--- src/rtl/pwm_pkg.sv ---
`default_nettype none
// ============================================================================
// Module      : pwm_pkg
// Description : Shared types and default sizes for the multi-channel PWM.
// Revision    : 1.0 - initial release
// ============================================================================
package pwm_pkg;

    typedef enum logic {
        PWM_EDGE   = 1'b0,
        PWM_CENTER = 1'b1
    } pwm_mode_e;

    typedef enum logic {
        CNT_UP   = 1'b0,
        CNT_DOWN = 1'b1
    } cnt_dir_e;

    localparam int c_default_channels = 4;
    localparam int c_default_width    = 8;

endpackage
`default_nettype wire

--- src/rtl/pwm_channel.sv ---
`default_nettype none
// ============================================================================
// Module      : pwm_channel
// Description : One PWM output: active duty register, comparator, output flop.
// Revision    : 1.0 - initial release
// ============================================================================
module pwm_channel
    import pwm_pkg::*;
#(
    parameter int WIDTH = c_default_width
)(
    input  logic             clk,
    input  logic             rst_n,
    input  logic             i_enable,
    input  logic             i_load,
    input  logic [WIDTH-1:0] i_duty,
    input  logic [WIDTH-1:0] i_count,
    output logic             o_pwm
);

    logic [WIDTH-1:0] r_duty;
    logic             r_pwm;

    // Compare uses the duty active during this count; a load takes effect
    // together with the counter restart at the boundary.
    always_ff @(posedge clk or negedge rst_n) begin
        if (!rst_n) begin
            r_duty <= '0;
            r_pwm  <= 1'b0;
        end else begin
            if (i_load) begin
                r_duty <= i_duty;
            end
            r_pwm <= i_enable && (i_count < r_duty);
        end
    end

    assign o_pwm = r_pwm;

endmodule
`default_nettype wire

--- src/rtl/pwm_multi_gen.sv ---
`default_nettype none
// ============================================================================
// Module      : pwm_multi_gen
// Description : Multi-channel edge/center-aligned PWM with shadowed duty load.
// Revision    : 1.0 - initial release
// ============================================================================
module pwm_multi_gen
    import pwm_pkg::*;
#(
    parameter int CHANNELS = c_default_channels,
    parameter int WIDTH    = c_default_width
)(
    input  logic                      CLK,
    input  logic                      reset_n,
    input  logic                      enable,
    input  logic                      mode,
    input  logic [WIDTH-1:0]          period,
    input  logic [CHANNELS*WIDTH-1:0] duty_in,
    input  logic                      duty_valid,
    output logic                      duty_ready,
    output logic [CHANNELS-1:0]       pwm_out,
    output logic                      sample_req,
    output logic                      underrun
);

    localparam logic [WIDTH-1:0] c_one = {{(WIDTH-1){1'b0}}, 1'b1};

    logic [WIDTH-1:0]          r_count;
    cnt_dir_e                  r_dir;
    logic [WIDTH-1:0]          r_period;
    pwm_mode_e                 r_mode;
    logic [CHANNELS*WIDTH-1:0] r_shadow;
    logic                      r_shadow_full;
    logic                      r_underrun;

    logic [WIDTH-1:0]          w_count_nxt;
    cnt_dir_e                  w_dir_nxt;
    logic                      w_terminal;
    logic                      w_boundary;
    logic                      w_transfer;
    logic                      w_load;

    // Terminal cycle: last cycle of the current period under the active setup.
    always_comb begin
        w_terminal = 1'b0;
        if (r_period == '0) begin
            w_terminal = 1'b1;
        end else if ((r_mode == PWM_EDGE) || (r_period == c_one)) begin
            w_terminal = (r_count == r_period);
        end else begin
            w_terminal = (r_dir == CNT_DOWN) && (r_count == c_one);
        end
    end

    always_comb begin
        w_count_nxt = r_count;
        w_dir_nxt   = r_dir;
        if (!enable || w_terminal) begin
            w_count_nxt = '0;
            w_dir_nxt   = CNT_UP;
        end else if (r_mode == PWM_EDGE) begin
            w_count_nxt = r_count + c_one;
        end else if (r_dir == CNT_UP) begin
            if (r_count == r_period) begin
                w_count_nxt = r_count - c_one;
                w_dir_nxt   = CNT_DOWN;
            end else begin
                w_count_nxt = r_count + c_one;
            end
        end else begin
            w_count_nxt = r_count - c_one;
        end
    end

    // While disabled every edge acts as a boundary so re-enable starts fresh.
    assign w_boundary = !enable || w_terminal;
    assign w_transfer = duty_valid && !r_shadow_full;
    assign w_load     = r_shadow_full && w_boundary;

    always_ff @(posedge CLK or negedge reset_n) begin
        if (!reset_n) begin
            r_count       <= '0;
            r_dir         <= CNT_UP;
            r_period      <= '0;
            r_mode        <= PWM_EDGE;
            r_shadow      <= '0;
            r_shadow_full <= 1'b0;
            r_underrun    <= 1'b0;
        end else begin
            r_count <= w_count_nxt;
            r_dir   <= w_dir_nxt;
            if (w_boundary) begin
                r_period <= period;
                r_mode   <= pwm_mode_e'(mode);
            end
            if (w_transfer) begin
                r_shadow      <= duty_in;
                r_shadow_full <= 1'b1;
            end else if (w_load) begin
                r_shadow_full <= 1'b0;
            end
            r_underrun <= enable && w_terminal && !r_shadow_full;
        end
    end

    generate
        for (genvar g = 0; g < CHANNELS; g++) begin : g_channel
            pwm_channel #(
                .WIDTH (WIDTH)
            ) u_channel (
                .clk      (CLK),
                .rst_n    (reset_n),
                .i_enable (enable),
                .i_load   (w_load),
                .i_duty   (r_shadow[g*WIDTH +: WIDTH]),
                .i_count  (r_count),
                .o_pwm    (pwm_out[g])
            );
        end
    endgenerate

    assign duty_ready = !r_shadow_full;
    // Gated by reset_n so the request drops immediately while reset is held.
    assign sample_req = reset_n && enable && (r_count == '0);
    assign underrun   = r_underrun;

endmodule
`default_nettype wire

--- config.mk ---
export PLATFORM = sky130hd
export DESIGN_NAME = pwm_multi_gen
export DESIGN_NICKNAME = d
export VERILOG_FILES = /design/src/rtl/pwm_pkg.sv /design/src/rtl/pwm_channel.sv /design/src/rtl/pwm_multi_gen.sv
export SDC_FILE = /design/constraint.sdc
export NUM_CORES = 1
export LEC_CHECK = 0
export ABC_AREA = 1
export ABC_CLOCK_PERIOD_IN_PS = 1750
export CORE_ASPECT_RATIO = 0.9
export CORE_MARGIN = 4
export CORE_UTILIZATION = 30
export CTS_BUF_LIST = sky130_fd_sc_hd__clkbuf_8
export DETAILED_ROUTE_END_ITERATION = 6
export PLACE_DENSITY = 0.57
export SLEW_MARGIN = 20
export SYNTH_ARGS = -nofsm -noshare
export SYNTH_HDL_FRONTEND = slang
export SYNTH_SLANG_ARGS = --single-unit
--- constraint.sdc ---
create_clock -name CLK -period 1.75 [get_ports CLK]
set_input_delay 0.35 -clock CLK [delete_from_list [all_inputs] [get_ports CLK]]
set_output_delay 0.35 -clock CLK [all_outputs]
set_load 0.02 [all_outputs]
==> impl_metrics.ini, run 1 <==
[setup_path]
required_ns = 2.02
worstPathMaxFanout = 8
crit_top_cell = nand2_1
endpoint_kind = flop
start_kind = flop
cp_num_buf_inv = 3
cp_data_arrival_time_ns = 2.07
critical_path.top_delay_family = simple AND/OR/NAND/NOR gates
slowest_delay_ns = 0.41
critPathKind = flop to flop
cpMaxStageDelayCell = dfrtp_1
cp_cell_sequence = inv_2 -> buf_6 -> ha_1 -> nand2_2 -> nor2_4 -> nand3_2 -> nand4_4 -> clkbuf_16 -> nand2_8 -> nand2_1 -> nand2_1

[yosys]
syn_nets = 583
yosys_warnings = 0
synth_area_leaders = dfrtp_1 (47%), nand2_1 (11%), ha_1 (8.6%)
synth.distinct_cells = 31
synth_area_sq_um = 4670
yosysTopAreaCellShare_pct = 47.2
ys_ff_latch = 88
yosys.area.top_type = dfrtp_1
synth.avg_cell_area_sq_um = 9.22
yosysSeqAreaShare_pct = 47.2
syn_inst = 506

[route]
routed_wirelength_um = 11800
firstDrtPassIters = 4
ant_nets = 0
route.detailed.drc = 0
wl_per_cell_um = 14.8
num_vias = 3668
vias_per_cell = 4.61
drt_iter0_drc = 122

[sta]
fin_ws_ns = -0.0506
worst_pin_slew_ns = 0.565
rsz0062_at_grt = true
tns_ns = -0.986
clock.fmax_ghz = 0.555
slew_viol_final = 0
finClkSkew_ns = 0.00960
max_slew_margin_pct = 62.4
setup_viol = 32
report.final.hold_viol_count = 0
fin_crit_ns = 1.80
fin_hold_ws_ns = 0.0816
timing.final.crit_share_pct = 103

[layout]
layout.nets = 671
antennaDiodeCount = 0
syn2layout_area_growth_pct = 35.1
drive_gt1_share_pct = 27.1
nFillCells = 1442

[power_and_ir_drop]
leakage_nw = 3.02
p_per_area_nw_per_um2 = 1060
peakVddDrop_v = 0.000534

[floorplan]
initial_core_util_pct = 31.2
dieHeight_um = 126
die_w_um = 139
die_area_sq_um = 17600
ioPinCount = 52
num_rows = 42
core_area_sq_um = 15000

[clock_tree]
clockRootBuffer = clkbuf_8
htreeDepth = 3
clk_pin_slew_worst_paths_ns = 0.09
cts_buffers = 9
clk_path_buf_depth = 2
insertion_delay_ns = 0.37
clock-sinks = 88
cts_tree = done

[place]
place_ws_ns = -0.253
port_buffers = 51
post-dp-hpwl_um = 7410
place.gp.congestion = 0.842

[global_routing]
grt_pass1_wl_um = 18700
grt_pass1_vias = 3775
gr-total-overflow = 0
antenna_found_initial = 0
grt_use_total_pct = 13.2
grt_start_max_net_pins = 89

[min_path]
hp-class = input port to asynchronous set/reset pin

[flow_run]
cap_violations = 0

[run_status]
status = finished with violations
violations = negative setup slack
-- final cells by class --
cell class,count,area (sq um),area share [%]
Multi-Input combinational cell,347,2400,38.1
Clock buffer,10,138,2.18
Timing Repair Buffer,99,1080,17.2
Clock inverter,5,50.0,0.794
Inverter,49,184,2.92
Tap cell,198,248,3.93
Sequential cell,88,2200,34.9
-- cell usage in the layout, fill, tap and decap left out, types with 2 or more instances in the layout --
cell type / instances
nand2_1: 119
dfrtp_1: 88
nand3_1: 48
clkdlybuf4s50_1: 48
inv_1: 45
mux2_2: 32
ha_1: 27
buf_4: 25
nand2_2: 20
buf_6: 14
o21ai_1: 12
clkbuf_8: 10
nor2_1: 9
nor2_2: 7
nor2_4: 7
inv_2: 6
xnor2_1: 6
buf_12: 6
a21oi_1: 5
nand4_1: 4
nand3_2: 4
xor2_1: 4
a21o_1: 4
a31oi_1: 4
a211oi_1: 4
o21a_1: 4
nand2_8: 4
ha_4: 4
clkbuf_16: 4
xnor2_2: 3
nand2_4: 3
a21oi_2: 3
nor3_2: 2
o21ai_0: 2
-- where the power goes --
part / leakage, nW / total [mW] / internal, mW / switching, mW
combinational: 1.84 / 2.40 / 1.18 / 1.22
clock: 0.101 / 1.41 / 0.679 / 0.730
sequential: 1.07 / 2.87 / 2.56 / 0.315
-- timing repair --
action                     in CTS  in global routing
setup endpoints to repair      42                 54
pin swaps                       6                 29
resized for setup              24                 62
cloned                          3                  6
hold endpoints to repair        0                  0
hold buffers                    0                  0
setup buffers                  13                  6
-- synth_stat cells, drive strengths merged --
library cell,instances
nor3,3
a21oi,8
mux2,32
nand4,5
or2,1
nor2,23
o21a,4
nand3,52
dfrtp,88
xor2,4
a211oi,4
o21ai,15
a21o,4
buf,21
ha,32
inv,49
nand2,143
clkbuf,4
a31oi,4
xnor2,9
o21bai,1
-- layer usage --
layer / GRT usage (%) / wire length, um / up-vias
li1: - / - / 1817
met1: 16.9 / 5430 / 1771
met2: 22.2 / 5750 / 68
met3: 3.61 / 464 / 12
met4: 3.68 / 135 / 0
met5: 0 / 0 / -
-- through the flow --
step	utilization, %	cell area (sq um)	power, mW	std cells
floorplan	-	4670	4.25	506
global placement	36.6	5480	4.81	754
detailed placement	36.6	5480	4.89	754
CTS	39.3	5890	6.46	785
global route	42.1	6310	7.20	796
finish	42.1	6310	6.68	796
-- final timing paths --
path / from / depth (start not counted) / slack, ns / to
worst max-delay path: r_count[1] / 11 / -0.05 / g_channel[0].u_channel.r_duty[0]
worst min-delay path: reset_n / 2 / 0.08 / g_channel[1].u_channel.r_duty[4]
worst max register to register: r_count[1] / 11 / -0.05 / g_channel[0].u_channel.r_duty[0]
worst min register to register: g_channel[1].u_channel.r_duty[2] / 2 / 0.48 / g_channel[1].u_channel.r_duty[2]
max in group asynchronous: reset_n / 2 / 1.28 / r_shadow[26]
min in group CLK: g_channel[1].u_channel.r_duty[2] / 2 / 0.48 / g_channel[1].u_channel.r_duty[2]
-- registers in the layout, indices dropped and copies added, names as in the netlist --
signal	count
r_mode	1
g_channel.u_channel.o_pwm	4
g_channel.u_channel.r_duty	32
r_count	8
underrun	1
r_shadow	32
r_shadow_full	1
r_dir	1
r_period	8
-- logic make-up after synthesis --
logic type	synth area share (%)
buffers and inverters	7.75
DFF	47.2
AOI/OAI and AO/OA	5.09
xor gates and xnor gates	2.44
muxes	7.72
adders and majority gates	8.58
and+or+nand+nor	21.2
(Power assumes the default switching activity.)
==> run 2, diff against run 1 <==
--- a/config.mk
+++ b/config.mk
@@ -7,12 +7,14 @@
 export LEC_CHECK = 0
 export ABC_AREA = 1
 export ABC_CLOCK_PERIOD_IN_PS = 1750
+export CELL_PAD_IN_SITES_DETAIL_PLACEMENT = 2
+export CELL_PAD_IN_SITES_GLOBAL_PLACEMENT = 2
 export CORE_ASPECT_RATIO = 0.9
 export CORE_MARGIN = 4
 export CORE_UTILIZATION = 30
 export CTS_BUF_LIST = sky130_fd_sc_hd__clkbuf_8
 export DETAILED_ROUTE_END_ITERATION = 6
-export PLACE_DENSITY = 0.57
+export PLACE_DENSITY = 0.79
 export SLEW_MARGIN = 20
 export SYNTH_ARGS = -nofsm -noshare
 export SYNTH_HDL_FRONTEND = slang
==> impl_metrics.ini, run 2 (synthesis gave the netlist of run 1 again) <==
[run_status]
status = finished with violations
violations = negative setup slack

[setup_path]
cp_cell_sequence = inv_2 -> buf_6 -> nand2_1 -> nand2_2 -> nand2_2 -> nor2_4 -> nand3_4 -> nand4_4 -> buf_12 -> clkbuf_16 -> nand3_1 -> nand2_1
cpMaxStageDelayCell = dfrtp_1
required_ns = 2.06
start_kind = flop
critical_path.top_delay_family = simple AND/OR/NAND/NOR gates
cp_data_arrival_time_ns = 2.30
critPathKind = flop to flop
slowest_delay_ns = 0.43
worstPathMaxFanout = 5
r2r_setup_slack_ns = -0.24
r2r-end = g_channel[3].u_channel.r_duty[7]
endpoint_kind = flop
r2r_start = r_count[1]
cp_num_buf_inv = 4
reg2reg_depth = 12

[global_routing]
grt_start_max_net_pins = 54
antenna_found_initial = 0
grt_pass1_vias = 4607
grt_use_total_pct = 17.8
gr-total-overflow = 0
grt_pass1_wl_um = 24500

[sta]
tns_ns = -7.93
worst_pin_slew_ns = 0.734
timing.final.crit_share_pct = 114
fin_ws_ns = -0.239
max_slew_margin_pct = 51.1
rsz0062_at_grt = true
finClkSkew_ns = 0.0187
clock.fmax_ghz = 0.503
setup_viol = 55
fin_crit_ns = 1.99
report.final.hold_viol_count = 0
slew_viol_final = 0

[power_and_ir_drop]
seqPwrFrac_pct = 39.3
p_per_area_nw_per_um2 = 1150
p_comb_share_pct = 39.3
p_switching_mw = 2.82
swShare_pct = 37.7
leakage_nw = 3.11
p_clk_share_pct = 21.4
cell_internal_pwr_mw = 4.65
peakVddDrop_v = 0.000526

[clock_tree]
htreeDepth = 3
clk_path_buf_depth = 2
cts_buffers = 9
cts_hold_buf = 0
cts_tree = done
clockRootBuffer = clkbuf_8
clock-sinks = 88
insertion_delay_ns = 0.39
clk_pin_slew_worst_paths_ns = 0.10

[route]
firstDrtPassIters = 4
routed_wirelength_um = 18700
topRoutingLayerUsed = met4
num_vias = 4070
route.detailed.drc = 0
dr_wl_met3_um = 751
wl_met1_um = 7370
met2WireLength_um = 9880
drt_iter0_drc = 200
vias_per_cell = 5.09
ant_nets = 0
wl_per_cell_um = 23.4

[place]
port_buffers = 51
dp_cells = 755
place.gp.congestion = 0.813
post-dp-hpwl_um = 9690
place_area_sq_um = 5460

[layout]
fin_area_sq_um = 6520
syn2layout_area_growth_pct = 39.6
layout.nets = 673
top_regs = g_channel.u_channel.r_duty: 32 flops, r_shadow: 32 flops
drive_gt1_share_pct = 30.9
final_util_pct = 43.5
fin_cells = 799
antennaDiodeCount = 0
final_cell_mix = nand2_1 (109), dfrtp_1 (86), clkdlybuf4s50_1 (47)
layout_commonest_cell = nand2_1

[floorplan]
dieHeight_um = 126
ioPinCount = 52
num_rows = 42
die_w_um = 139
core_area_sq_um = 15000
die_area_sq_um = 17600
initial_core_util_pct = 31.2

[flow_run]
cap_violations = 0

[min_path]
hp-class = input port to asynchronous set/reset pin
[run 2: changes by cell type in the layout (fill, tap and decap cells not counted), moves of 3 or more]
cell     previous run  this run
nand3_1            48        45
o21ai_1            12         3
o21ai_2             1        11
nand2_2            20        29
nor2_4              7         4
nand2_1           119       109
nor2_1              9        15
nor2_2              7         4
[run 2: how the worst max path moves through the flow]
stage | start | depth (start not counted) | slack [ns] | endpoint
after detailed placement | enable | 4 | -0.36 | sample_req
after global routing | r_count[1] | 12 | -0.31 | g_channel[3].u_channel.r_duty[7]
after global placement | enable | 4 | -0.37 | sample_req
final | r_count[1] | 12 | -0.24 | g_channel[3].u_channel.r_duty[7]
after CTS | r_count[0] | 10 | -0.04 | g_channel[1].u_channel.r_duty[6]
after floorplan | r_count[5] | 10 | 0.18 | g_channel[0].u_channel.r_duty[0]
[run 2: cell type report]
cell class / instances / area, sq um
fillers: 1564 / 8460
inverters: 49 / 184
clock inverters: 7 / 88.8
multi-input cells: 346 / 2490
flip-flops and latches: 88 / 2200
well taps: 198 / 248
clock buffers: 9 / 124
repair buffers: 102 / 1170
[run 2: layer usage]
| metal | up-vias | global-route usage, % |
|---|---|---|
| li1 | 1822 | - |
| met1 | 2086 | 19.9 |
| met2 | 109 | 33.6 |
| met3 | 53 | 3.39 |
| met4 | 0 | 6.44 |
| met5 | - | 0 |
[run 2: repair_timing]
| item | 4_1_cts | 5_1_grt |
|---|---|---|
| cloned | 3 | 6 |
| gates resized for setup | 36 | 89 |
| buffers inserted | 12 | 7 |
| endpoints found under the setup margin | 48 | 57 |
| pin swaps | 6 | 36 |
[run 2: through the flow]
| stage | hold WS (ns) | worst slack, ns | total power, mW |
|---|---|---|---|
| 6_report | 0.0750 | -0.239 | 7.46 |
| 5_1_grt | 0.0985 | -0.313 | 7.92 |
| 4_1_cts | 0.0860 | -0.0414 | 6.85 |
| 3_5_place_dp | 0.463 | -0.358 | 5.06 |
| 3_3_place_gp | 0.456 | -0.370 | 4.82 |
| 2_1_floorplan | 0.0544 | 0.182 | 4.25 |
[run 2: power groups by stage]
stage / clock (mW) / sequential, mW / combinational [mW]
floorplan: 0 / 2.82 / 1.43
global placement: 0 / 2.87 / 1.95
detailed placement: 0 / 2.91 / 2.15
CTS: 1.61 / 2.89 / 2.35
global route: 1.71 / 3.00 / 3.21
finish: 1.60 / 2.93 / 2.93
==> run 3, diff against run 2 <==
--- a/config.mk
+++ b/config.mk
@@ -11,10 +11,10 @@
 export CELL_PAD_IN_SITES_GLOBAL_PLACEMENT = 2
 export CORE_ASPECT_RATIO = 0.9
 export CORE_MARGIN = 4
-export CORE_UTILIZATION = 30
+export CORE_UTILIZATION = 36
 export CTS_BUF_LIST = sky130_fd_sc_hd__clkbuf_8
 export DETAILED_ROUTE_END_ITERATION = 6
-export PLACE_DENSITY = 0.79
+export PLACE_DENSITY = 0.9
 export SLEW_MARGIN = 20
 export SYNTH_ARGS = -nofsm -noshare
 export SYNTH_HDL_FRONTEND = slang
==> impl_metrics.ini, run 3 (synthesis gave the netlist of run 1 again) <==
[clock_tree]
clockRootBuffer = clkbuf_8
cts_tree = done
insertion_delay_ns = 0.40
clk_path_buf_depth = 2
clk_pin_slew_worst_paths_ns = 0.12
htreeDepth = 3
cts_buffers = 9
clock-sinks = 88

[global_routing]
grt_use_total_pct = 29.8
antenna_found_initial = 0
gr-total-overflow = 0
grt_pass1_vias = 5188
grt_pass1_wl_um = 32200
grt_start_max_net_pins = 49

[layout]
drive_gt1_share_pct = 41.0
fin_cells = 766
layout_commonest_cell = dfrtp_1
syn2layout_area_growth_pct = 42.9
layout.nets = 674
antennaDiodeCount = 0
fin_area_sq_um = 6670
final_util_pct = 52.6
top_regs = g_channel.u_channel.r_duty: 32 flops, r_shadow: 32 flops
nFillCells = 1251
final_cell_mix = dfrtp_1 (82), nand2_1 (72), nand2_2 (52)

[place]
place_area_sq_um = 5420
place_ws_ns = -0.396
dp_cells = 720
place.gp.congestion = 0.858
post-dp-hpwl_um = 10900
port_buffers = 51

[setup_path]
critical_path.top_delay_family = simple AND/OR/NAND/NOR gates
worstPathMaxFanout = 8
cp_num_buf_inv = 3
cp_cell_sequence = buf_8 -> inv_2 -> nand2_1 -> nand2_1 -> nand2_1 -> nor2_4 -> nand3_4 -> nand4_4 -> buf_6 -> nand2_8 -> nand2_2 -> nand2_2
r2r-end = g_channel[3].u_channel.r_duty[7]
r2r_start = r_count[4]
critPathKind = flop to flop
reg2reg_depth = 12
endpoint_kind = flop
crit_top_cell = nand2_1
required_ns = 2.01
start_kind = flop
cpMaxStageDelayCell = dfrtp_1
r2r_setup_slack_ns = -0.31
slowest_delay_ns = 0.43
cp_data_arrival_time_ns = 2.33

[sta]
fin_hold_ws_ns = 0.188
worst_pin_slew_ns = 0.690
fin_ws_ns = -0.314
fin_crit_ns = 2.06
max_slew_margin_pct = 54.0
report.final.hold_viol_count = 0
rsz0062_at_grt = true
timing.final.crit_share_pct = 118
slew_viol_final = 0
finClkSkew_ns = 0.0281
setup_viol = 54
clock.fmax_ghz = 0.485

[floorplan]
die_w_um = 128
initial_core_util_pct = 36.8
dieHeight_um = 116
die_area_sq_um = 14900
num_rows = 39
core_area_sq_um = 12700
ioPinCount = 52

[flow_run]
cap_violations = 0

[route]
route.detailed.drc = 0
firstDrtPassIters = 5
routed_wirelength_um = 24400
num_vias = 4472
vias_per_cell = 5.84
wl_per_cell_um = 31.9
drt_iter0_drc = 426
ant_nets = 0

[power_and_ir_drop]
leakage_nw = 3.09
p_per_area_nw_per_um2 = 1220
peakVddDrop_v = 0.000862

[min_path]
hp-class = input port to asynchronous set/reset pin

[run_status]
status = finished with violations
violations = negative setup slack
==> run 3: changes by cell type in the layout (fill, tap and decap cells not counted), moves of 5 or more <==
cell / before / now
a21oi_1: 5 / 0
nand2_1: 109 / 72
nand2_2: 29 / 52
nand2_4: 3 / 17
nor2_1: 15 / 6
nor2_4: 4 / 11
o21ai_1: 3 / 9
o21ai_2: 11 / 5
==> run 3: per-stage QoR <==
| step | total power, mW | TNS, ns |
|---|---|---|
| after CTS | 6.98 | -4.43 |
| after global placement | 4.79 | -2.00 |
| after detailed placement | 5.13 | -7.14 |
| after global routing | 8.45 | -13.29 |
| final | 8.16 | -11.08 |
| after floorplan | 4.25 | 0 |
==> run 3: worst max path at each step <==
stage | depth (start not counted) | start | to
detailed placement | 4 | enable | sample_req
floorplan | 10 | r_count[5] | g_channel[0].u_channel.r_duty[0]
finish | 12 | r_count[4] | g_channel[3].u_channel.r_duty[7]
CTS | 12 | r_count[1] | g_channel[0].u_channel.r_duty[0]
global route | 12 | r_count[4] | g_channel[3].u_channel.r_duty[7]
global placement | 4 | enable | sample_req
==> run 3: final cells by class <==
class | instances | area [sq um] | share of cell area, %
clock inverters | 6 | 43.8 | 0.657
repair buffers | 102 | 1050 | 15.7
multi-input cells | 347 | 2840 | 42.5
inverters | 49 | 189 | 2.83
well taps | 164 | 205 | 3.08
flip-flops and latches | 88 | 2210 | 33.1
clock buffers | 10 | 138 | 2.06
==> run 3: what timing repair did <==
item / in CTS / in global routing
hold buffers: 0 / 0
setup endpoints to repair: 53 / 58
cloned: 5 / 1
gates resized for setup: 79 / 132
setup buffers: 12 / 15
pin swaps: 14 / 41
==> run 3: layer usage <==
| metal | share of wire [%] | track usage (%) | up-vias |
|---|---|---|---|
| met1 | 37 | 31.1 | 2285 |
| met5 | 0 | 0 | - |
| met3 | 5.9 | 6.54 | 124 |
| met2 | 50 | 53.5 | 243 |
| li1 | - | - | 1820 |
| met4 | 7.4 | 20.8 | 0 |
==> run 3: worst min-delay path, stage by stage <==
cell and delay, ns:
buf_4 0.13, buf_4 0.13, buf_4 0.45
==> run 3: where the power goes <==
part / internal (mW) / switching, mW
registers: 2.56 / 0.571
logic: 1.47 / 2.07
clock network: 0.559 / 0.921
total: 4.59 / 3.56
